File: src/rtl/scarv_soc_bram_bridge_if.sv
`default_nettype none
// ============================================================================
// Module : scarv_soc_bram_bridge_if
// Brief  : SoC request/response memory bus bundle (requester = master).
// Rev    : 1.0 - initial release
// ============================================================================
interface scarv_soc_bram_bridge_if;
  logic        mem_req;
  logic        mem_gnt;
  logic        mem_wen;
  logic [3:0]  mem_strb;
  logic [31:0] mem_addr;
  logic [31:0] mem_wdata;
  logic        mem_recv;
  logic        mem_ack;
  logic        mem_error;
  logic [31:0] mem_rdata;

  modport master (
    output mem_req, mem_wen, mem_strb, mem_addr, mem_wdata, mem_ack,
    input  mem_gnt, mem_recv, mem_error, mem_rdata
  );

  modport slave (
    input  mem_req, mem_wen, mem_strb, mem_addr, mem_wdata, mem_ack,
    output mem_gnt, mem_recv, mem_error, mem_rdata
  );
endinterface
`default_nettype wire

File: src/rtl/scarv_soc_bram_bridge.sv
`default_nettype none
// ============================================================================
// Module : scarv_soc_bram_bridge
// Brief  : Memory bus responder driving one port of a byte-write BRAM.
// Rev    : 1.0 - initial release
// ============================================================================
module scarv_soc_bram_bridge #(
  parameter  int DEPTH    = 1024,
  parameter  bit WRITE_EN = 1'b1,
  localparam int LW       = $clog2(DEPTH)
) (
  input  logic                   g_clk,
  input  logic                   g_resetn,
  scarv_soc_bram_bridge_if.slave mem,
  output logic                   bram_en,
  output logic [3:0]             bram_wen,
  output logic [LW-1:0]          bram_addr,
  output logic [31:0]            bram_wdata,
  input  logic [31:0]            bram_rdata
);

  logic        r_rdy;
  logic        r_p1;
  logic        r_p1_err;
  logic        r_p1_wr;
  logic        r_h_valid;
  logic        r_h_err;
  logic [31:0] r_h_data;

  logic        w_gnt;
  logic        w_err;
  logic        w_acc;
  logic [31:0] w_p1_rdata;

  // A new request is only taken if the previous response leaves this cycle.
  assign w_gnt = r_rdy && !r_h_valid && !(r_p1 && !mem.mem_ack);
  assign w_err = (mem.mem_addr[31:LW] != '0) || (mem.mem_wen && !WRITE_EN);
  assign w_acc = mem.mem_req && w_gnt;

  assign bram_en    = w_acc && !w_err;
  assign bram_wen   = (bram_en && mem.mem_wen) ? mem.mem_strb : 4'h0;
  assign bram_addr  = mem.mem_addr[LW-1:0];
  assign bram_wdata = mem.mem_wdata;

  assign w_p1_rdata = (r_p1 && !r_p1_err && !r_p1_wr) ? bram_rdata : 32'h0;

  assign mem.mem_gnt   = w_gnt;
  assign mem.mem_recv  = r_h_valid || r_p1;
  assign mem.mem_error = r_h_valid ? r_h_err  : (r_p1 && r_p1_err);
  assign mem.mem_rdata = r_h_valid ? r_h_data : w_p1_rdata;

  always_ff @(posedge g_clk or negedge g_resetn) begin
    if (!g_resetn) begin
      r_rdy     <= 1'b0;
      r_p1      <= 1'b0;
      r_p1_err  <= 1'b0;
      r_p1_wr   <= 1'b0;
      r_h_valid <= 1'b0;
      r_h_err   <= 1'b0;
      r_h_data  <= 32'h0;
    end else begin
      r_rdy <= 1'b1;
      r_p1  <= w_acc;
      if (w_acc) begin
        r_p1_err <= w_err;
        r_p1_wr  <= mem.mem_wen;
      end
      // BRAM read data is only valid for one cycle, so a stalled response is parked.
      if (r_p1 && !r_h_valid && !mem.mem_ack) begin
        r_h_valid <= 1'b1;
        r_h_err   <= r_p1_err;
        r_h_data  <= w_p1_rdata;
      end else if (r_h_valid && mem.mem_ack) begin
        r_h_valid <= 1'b0;
      end
    end
  end

endmodule
`default_nettype wire
File: src/flat_wrapper.sv
// flat-port wrapper written by rule: the top's interface ports become plain ports
module scarv_soc_bram_bridge_flat 
#(
  parameter  int DEPTH    = 1024,
  parameter  bit WRITE_EN = 1'b1,
  localparam int LW       = $clog2(DEPTH)
)
  (g_clk, g_resetn, bram_en, bram_wen, bram_addr, bram_wdata, bram_rdata, mem_mem_req, mem_mem_wen, mem_mem_strb, mem_mem_addr, mem_mem_wdata, mem_mem_ack, mem_mem_gnt, mem_mem_recv, mem_mem_error, mem_mem_rdata);
  scarv_soc_bram_bridge_if mem_i ();
  input  logic g_clk;
  input  logic g_resetn;
  output logic bram_en;
  output logic [3:0] bram_wen;
  output logic [LW-1:0] bram_addr;
  output logic [31:0] bram_wdata;
  input  logic [31:0] bram_rdata;
  input wire logic [$bits(mem_i.mem_req)-1:0] mem_mem_req;
  input wire logic [$bits(mem_i.mem_wen)-1:0] mem_mem_wen;
  input wire logic [$bits(mem_i.mem_strb)-1:0] mem_mem_strb;
  input wire logic [$bits(mem_i.mem_addr)-1:0] mem_mem_addr;
  input wire logic [$bits(mem_i.mem_wdata)-1:0] mem_mem_wdata;
  input wire logic [$bits(mem_i.mem_ack)-1:0] mem_mem_ack;
  output wire logic [$bits(mem_i.mem_gnt)-1:0] mem_mem_gnt;
  output wire logic [$bits(mem_i.mem_recv)-1:0] mem_mem_recv;
  output wire logic [$bits(mem_i.mem_error)-1:0] mem_mem_error;
  output wire logic [$bits(mem_i.mem_rdata)-1:0] mem_mem_rdata;
  assign mem_i.mem_req = mem_mem_req;
  assign mem_i.mem_wen = mem_mem_wen;
  assign mem_i.mem_strb = mem_mem_strb;
  assign mem_i.mem_addr = mem_mem_addr;
  assign mem_i.mem_wdata = mem_mem_wdata;
  assign mem_i.mem_ack = mem_mem_ack;
  assign mem_mem_gnt = mem_i.mem_gnt;
  assign mem_mem_recv = mem_i.mem_recv;
  assign mem_mem_error = mem_i.mem_error;
  assign mem_mem_rdata = mem_i.mem_rdata;
  scarv_soc_bram_bridge #(.DEPTH(DEPTH), .WRITE_EN(WRITE_EN)) u_core (.g_clk(g_clk), .g_resetn(g_resetn), .mem(mem_i), .bram_en(bram_en), .bram_wen(bram_wen), .bram_addr(bram_addr), .bram_wdata(bram_wdata), .bram_rdata(bram_rdata));
endmodule
File: config.mk
export PLATFORM = sky130hd
export DESIGN_NAME = scarv_soc_bram_bridge_flat
export DESIGN_NICKNAME = d
export VERILOG_FILES = /design/src/rtl/scarv_soc_bram_bridge_if.sv /design/src/rtl/scarv_soc_bram_bridge.sv /design/src/flat_wrapper.sv
export SDC_FILE = /design/constraint.sdc
export NUM_CORES = 1
export LEC_CHECK = 0
export CORE_ASPECT_RATIO = 0.9
export CORE_UTILIZATION = 25
export DETAILED_ROUTE_END_ITERATION = 16
export HOLD_SLACK_MARGIN = 0.03
export PLACE_DENSITY = 0.77
export SYNTH_ARGS = -nofsm -noshare
export SYNTH_HDL_FRONTEND = slang
export SYNTH_SLANG_ARGS = --single-unit
File: constraint.sdc
create_clock -name g_clk -period 3.01 [get_ports g_clk]
set_clock_uncertainty 0.1 [all_clocks]
set_input_delay 0.903 -clock g_clk [delete_from_list [all_inputs] [get_ports g_clk]]
set_output_delay 0.903 -clock g_clk [all_outputs]
set_load 0.05 [all_outputs]
==> summary by stage <==
Run status
The flow ran to the end, but the final reports show violations. The final reports fail on negative setup slack.

Worst setup path
The setup path with the least slack is of type input pin to output port. STA puts the critical path data arrival time at 2.60 ns. In this run the critical register-to-register path is captured at u_core.r_h_err. The kind of start point of the critical path is an input pin. The largest fanout of any net on the critical path is 2. The setup slack of the most critical reg-to-reg path is 1.09 ns. The length in cells of the worst reg-to-reg path is 4. The worst path required time is 2.01 ns. The worst setup path is captured at an output port. The start of the worst register-to-register path is u_core.r_h_valid.

Min path
The beginning of the worst hold path is u_core.r_h_data[3]. The hold path endpoint is u_core.r_h_data[3]. The min-delay analysis places its worst path in the category flip-flop to flip-flop. Along the worst hold path, the cell count comes to 2.

Logic synthesis
The number of library cell types mapped by synthesis is 22. The synthesis-stage register bit count is 38. A synthesized cell averages 7.66 sq um. The synthesized instance count is 292. After synthesis the cells add up to 2240 sq um. The sequential area share after synthesis is 42.5%. The post-synth net total is 397. For this run, the number of Yosys warnings is 0.

Placement
The congestion estimate from routability-driven global placement came to 0.685. At the placement stage, the worst setup path has a slack of -0.916 ns. The cell area reported after detailed placement is 3560 sq um. The number of buffers added on ports is 102. Counting tap cells, the placed design contains a total of 467 instances.

The placed wire-length estimate after detailed placement is 4260 um.

STA
At the pin with the least slew margin, the transition time is 0.854 ns. Setup repair after global routing could not meet its margin everywhere. Timing would allow up to 278 MHz.

Headroom to the max-slew limit came out at 43.1%. The final count of hold timing violations is 0. After layout, the worst path uses 120% of the clock period. The tightest hold path in the finished design has a slack of 0.383 ns. The clock period minus final worst setup slack is 3.60 ns.

The final max-slew violation count is 0. The number of failing setup endpoints in the final timing report is 5. The least setup slack across all paths after layout is -0.592 ns.

Floorplan
The cell row count is 32. In this run the standard cell core region covers 8610 sq um. The die is 91.7 um tall.

The die is 102 um wide. The initial core utilization is 26.0%. In this run the count of I/O pins placed on the die edge is 187. The die area is 9330 sq um.

Clock tree
After clock tree synthesis, the clock-pin slew on the worst setup and hold paths is 0.07 ns. In this run, post-CTS hold repair placed 0 buffers. The clock drives 38 sinks.

The deepest clock path buffer count is 2. The insertion delay to the later sink of the worst-skew pair is 0.28 ns. The CTS tree is yes.

The master cell of the clock root buffer is sky130_fd_sc_hd__clkbuf_8. The number of H-tree branching levels is 2. The CTS buffer count is 5.

Layout
The filler cells instantiated in the layout total 844. The final antenna diode count is 0. The layout-stage area growth over the synthesis result is 67.3%. After routing the design area is 3740 sq um. In the final layout, flip-flops and latches occupy 952 sq um. In the final design database the tool counted 464 nets. Leaving out fill and tap cells, the most frequent cell in the layout is sky130_fd_sc_hd__nand2_1.

Once layout is complete, the cells apart from fillers number 479. The post-route netlist has 24.7% of its cells at a drive strength greater than 1. In the layout the commonest cells are sky130_fd_sc_hd__nand2_1 (98), sky130_fd_sc_hd__clkdlybuf4s50_1 (39), sky130_fd_sc_hd__buf_12 (39). The total area of multi-input combinational cells is 997 sq um. The final standard cell utilization of the core is 43.4%.

Routing
In this run, the number of DRC markers left after iteration 0 of detailed routing was 33. The wire length reported by the detailed router is 5630 um. The number of nets with antenna violations after routing is 0. For this run, design rule violations remaining after detail routing come to 0. Before antenna repair, the detailed router went through 4 iterations. The routed wirelength normalized by instance count is 11.8 um. Dividing the detail-routed via count by the number of cells gives 4.32. The total vias in the final route is 2067.

Power
In this run, flip-flops and latches consume 46.4% of the power. The share of total power dissipated in combinational logic is 17.1%. VDD sags by at most 0.147 mV. Internal power comes to 869 uW. For this design the ratio of total power to cell area is 308 nW/um^2. In this run switching power makes up 24.5% of total power. For this design the static power due to leakage is 1.52 nW. Of the total power, the clock network draws 36.5%. Summed over all nets, the switching power comes to 282 uW.

Global route
In this run the most used layer during global routing was met2. Global routing consumed, over all layers together, 13.0% of the routing resources. The wire length of the first global-routing pass is 9600 um.

The via count of the first global-routing pass is 2108. The met1 track demand over resource in global routing is 14.3%. After global routing the overflow that remains totals 0. The met2 track demand over resource in global routing is 23.3%. The global routing usage on met3 is 3.66%.

The initial antenna violation count is 0. Entering global routing, the biggest net connects 39 pins.

Flow run
The max-capacitance violation count is 0.
==> cell families after synthesis <==
family	count (synthesis)	synth area share [%]
compound gates	67	15.2
flops	38	42.5
other cells	1	0.168
buf+inv	65	18.0
mux	2	1.01
simple gates	119	23.1
==> cell type report <==
type / instances / share of cell area (%)
clock buffers: 5 / 1.84
well taps: 119 / 3.98
repair buffers: 119 / 40.4
inverters: 6 / 0.602
flip-flops and latches: 38 / 25.5
multi-input cells: 189 / 26.7
clock inverters: 3 / 1.07
==> registers in the layout, summed over array words and instances (netlist names) <==
signal / count
u_core.r_p1_err: 1
u_core.r_rdy: 1
u_core.r_h_err: 1
u_core.r_p1: 1
u_core.r_h_valid: 1
u_core.r_p1_wr: 1
u_core.r_h_data: 32
==> Yosys cell counts, drive strengths merged <==
cell	instances	area [sq um]
nor3	1	5.00
nor3b	1	7.51
or2	1	6.26
o21ai	65	325
and3	2	12.5
inv	6	22.5
nand2b	1	6.26
or3b	1	8.76
conb	1	3.75
buf	42	315
nand4	2	12.5
nand2	98	368
a41oi	1	8.76
and4	1	8.76
dfrtp	38	951
mux2	2	22.5
nor4	8	50.1
or4b	1	13.8
a31oi	1	6.26
clkbuf	17	63.8
nor2b	1	6.26
or4	1	11.3
==> metal layers <==
metal	vias to the layer above	share of wire (%)	wire, um
met5	-	0	0
met4	0	2.5	141
met3	30	7.1	397
met2	73	50	2830
met1	909	40	2260
li1	1055	-	-
==> how the worst max path moves through the flow <==
stage	startpoint	slack (ns)	end
global route	mem_mem_addr[20]	-0.63	bram_wen[1]
detailed placement	mem_mem_addr[16]	-0.92	bram_wen[1]
floorplan	mem_mem_addr[16]	-0.57	bram_wen[0]
finish	mem_mem_addr[20]	-0.59	bram_wen[1]
global placement	mem_mem_addr[16]	-0.84	bram_wen[0]
CTS	mem_mem_addr[20]	-0.69	bram_wen[0]
==> power groups by stage <==
stage / clock [mW] / sequential [mW] / combinational (mW)
floorplan: 0 / 0.542 / 0.224
global placement: 0 / 0.543 / 0.197
detailed placement: 0 / 0.544 / 0.201
CTS: 0.442 / 0.534 / 0.199
global route: 0.469 / 0.537 / 0.214
finish: 0.420 / 0.535 / 0.196
==> timing repair <==
| action | 4_1_cts | 5_1_grt |
|---|---|---|
| hold endpoints to repair | 0 | 0 |
| buffers inserted | 4 | 0 |
| resized for setup | 42 | 1 |
| endpoints found under the setup margin | 6 | 5 |
| pin swaps | 11 | 4 |
==> worst max-delay path, stage by stage <==
cell and delay, ns:
sky130_fd_sc_hd__buf_6 0.09, sky130_fd_sc_hd__or4_4 0.53, sky130_fd_sc_hd__or4b_4 0.54, sky130_fd_sc_hd__buf_6 0.15, sky130_fd_sc_hd__nor4_4 0.21, sky130_fd_sc_hd__buf_12 0.18
==> stage by stage <==
| stage | setup TNS, ns | power, mW |
|---|---|---|
| finish | -2.46 | 1.15 |
| global route | -2.66 | 1.22 |
| CTS | -2.65 | 1.18 |
| detailed placement | -3.97 | 0.745 |
| global placement | -3.73 | 0.740 |
| floorplan | -2.27 | 0.766 |
(Power assumes the default switching activity.)
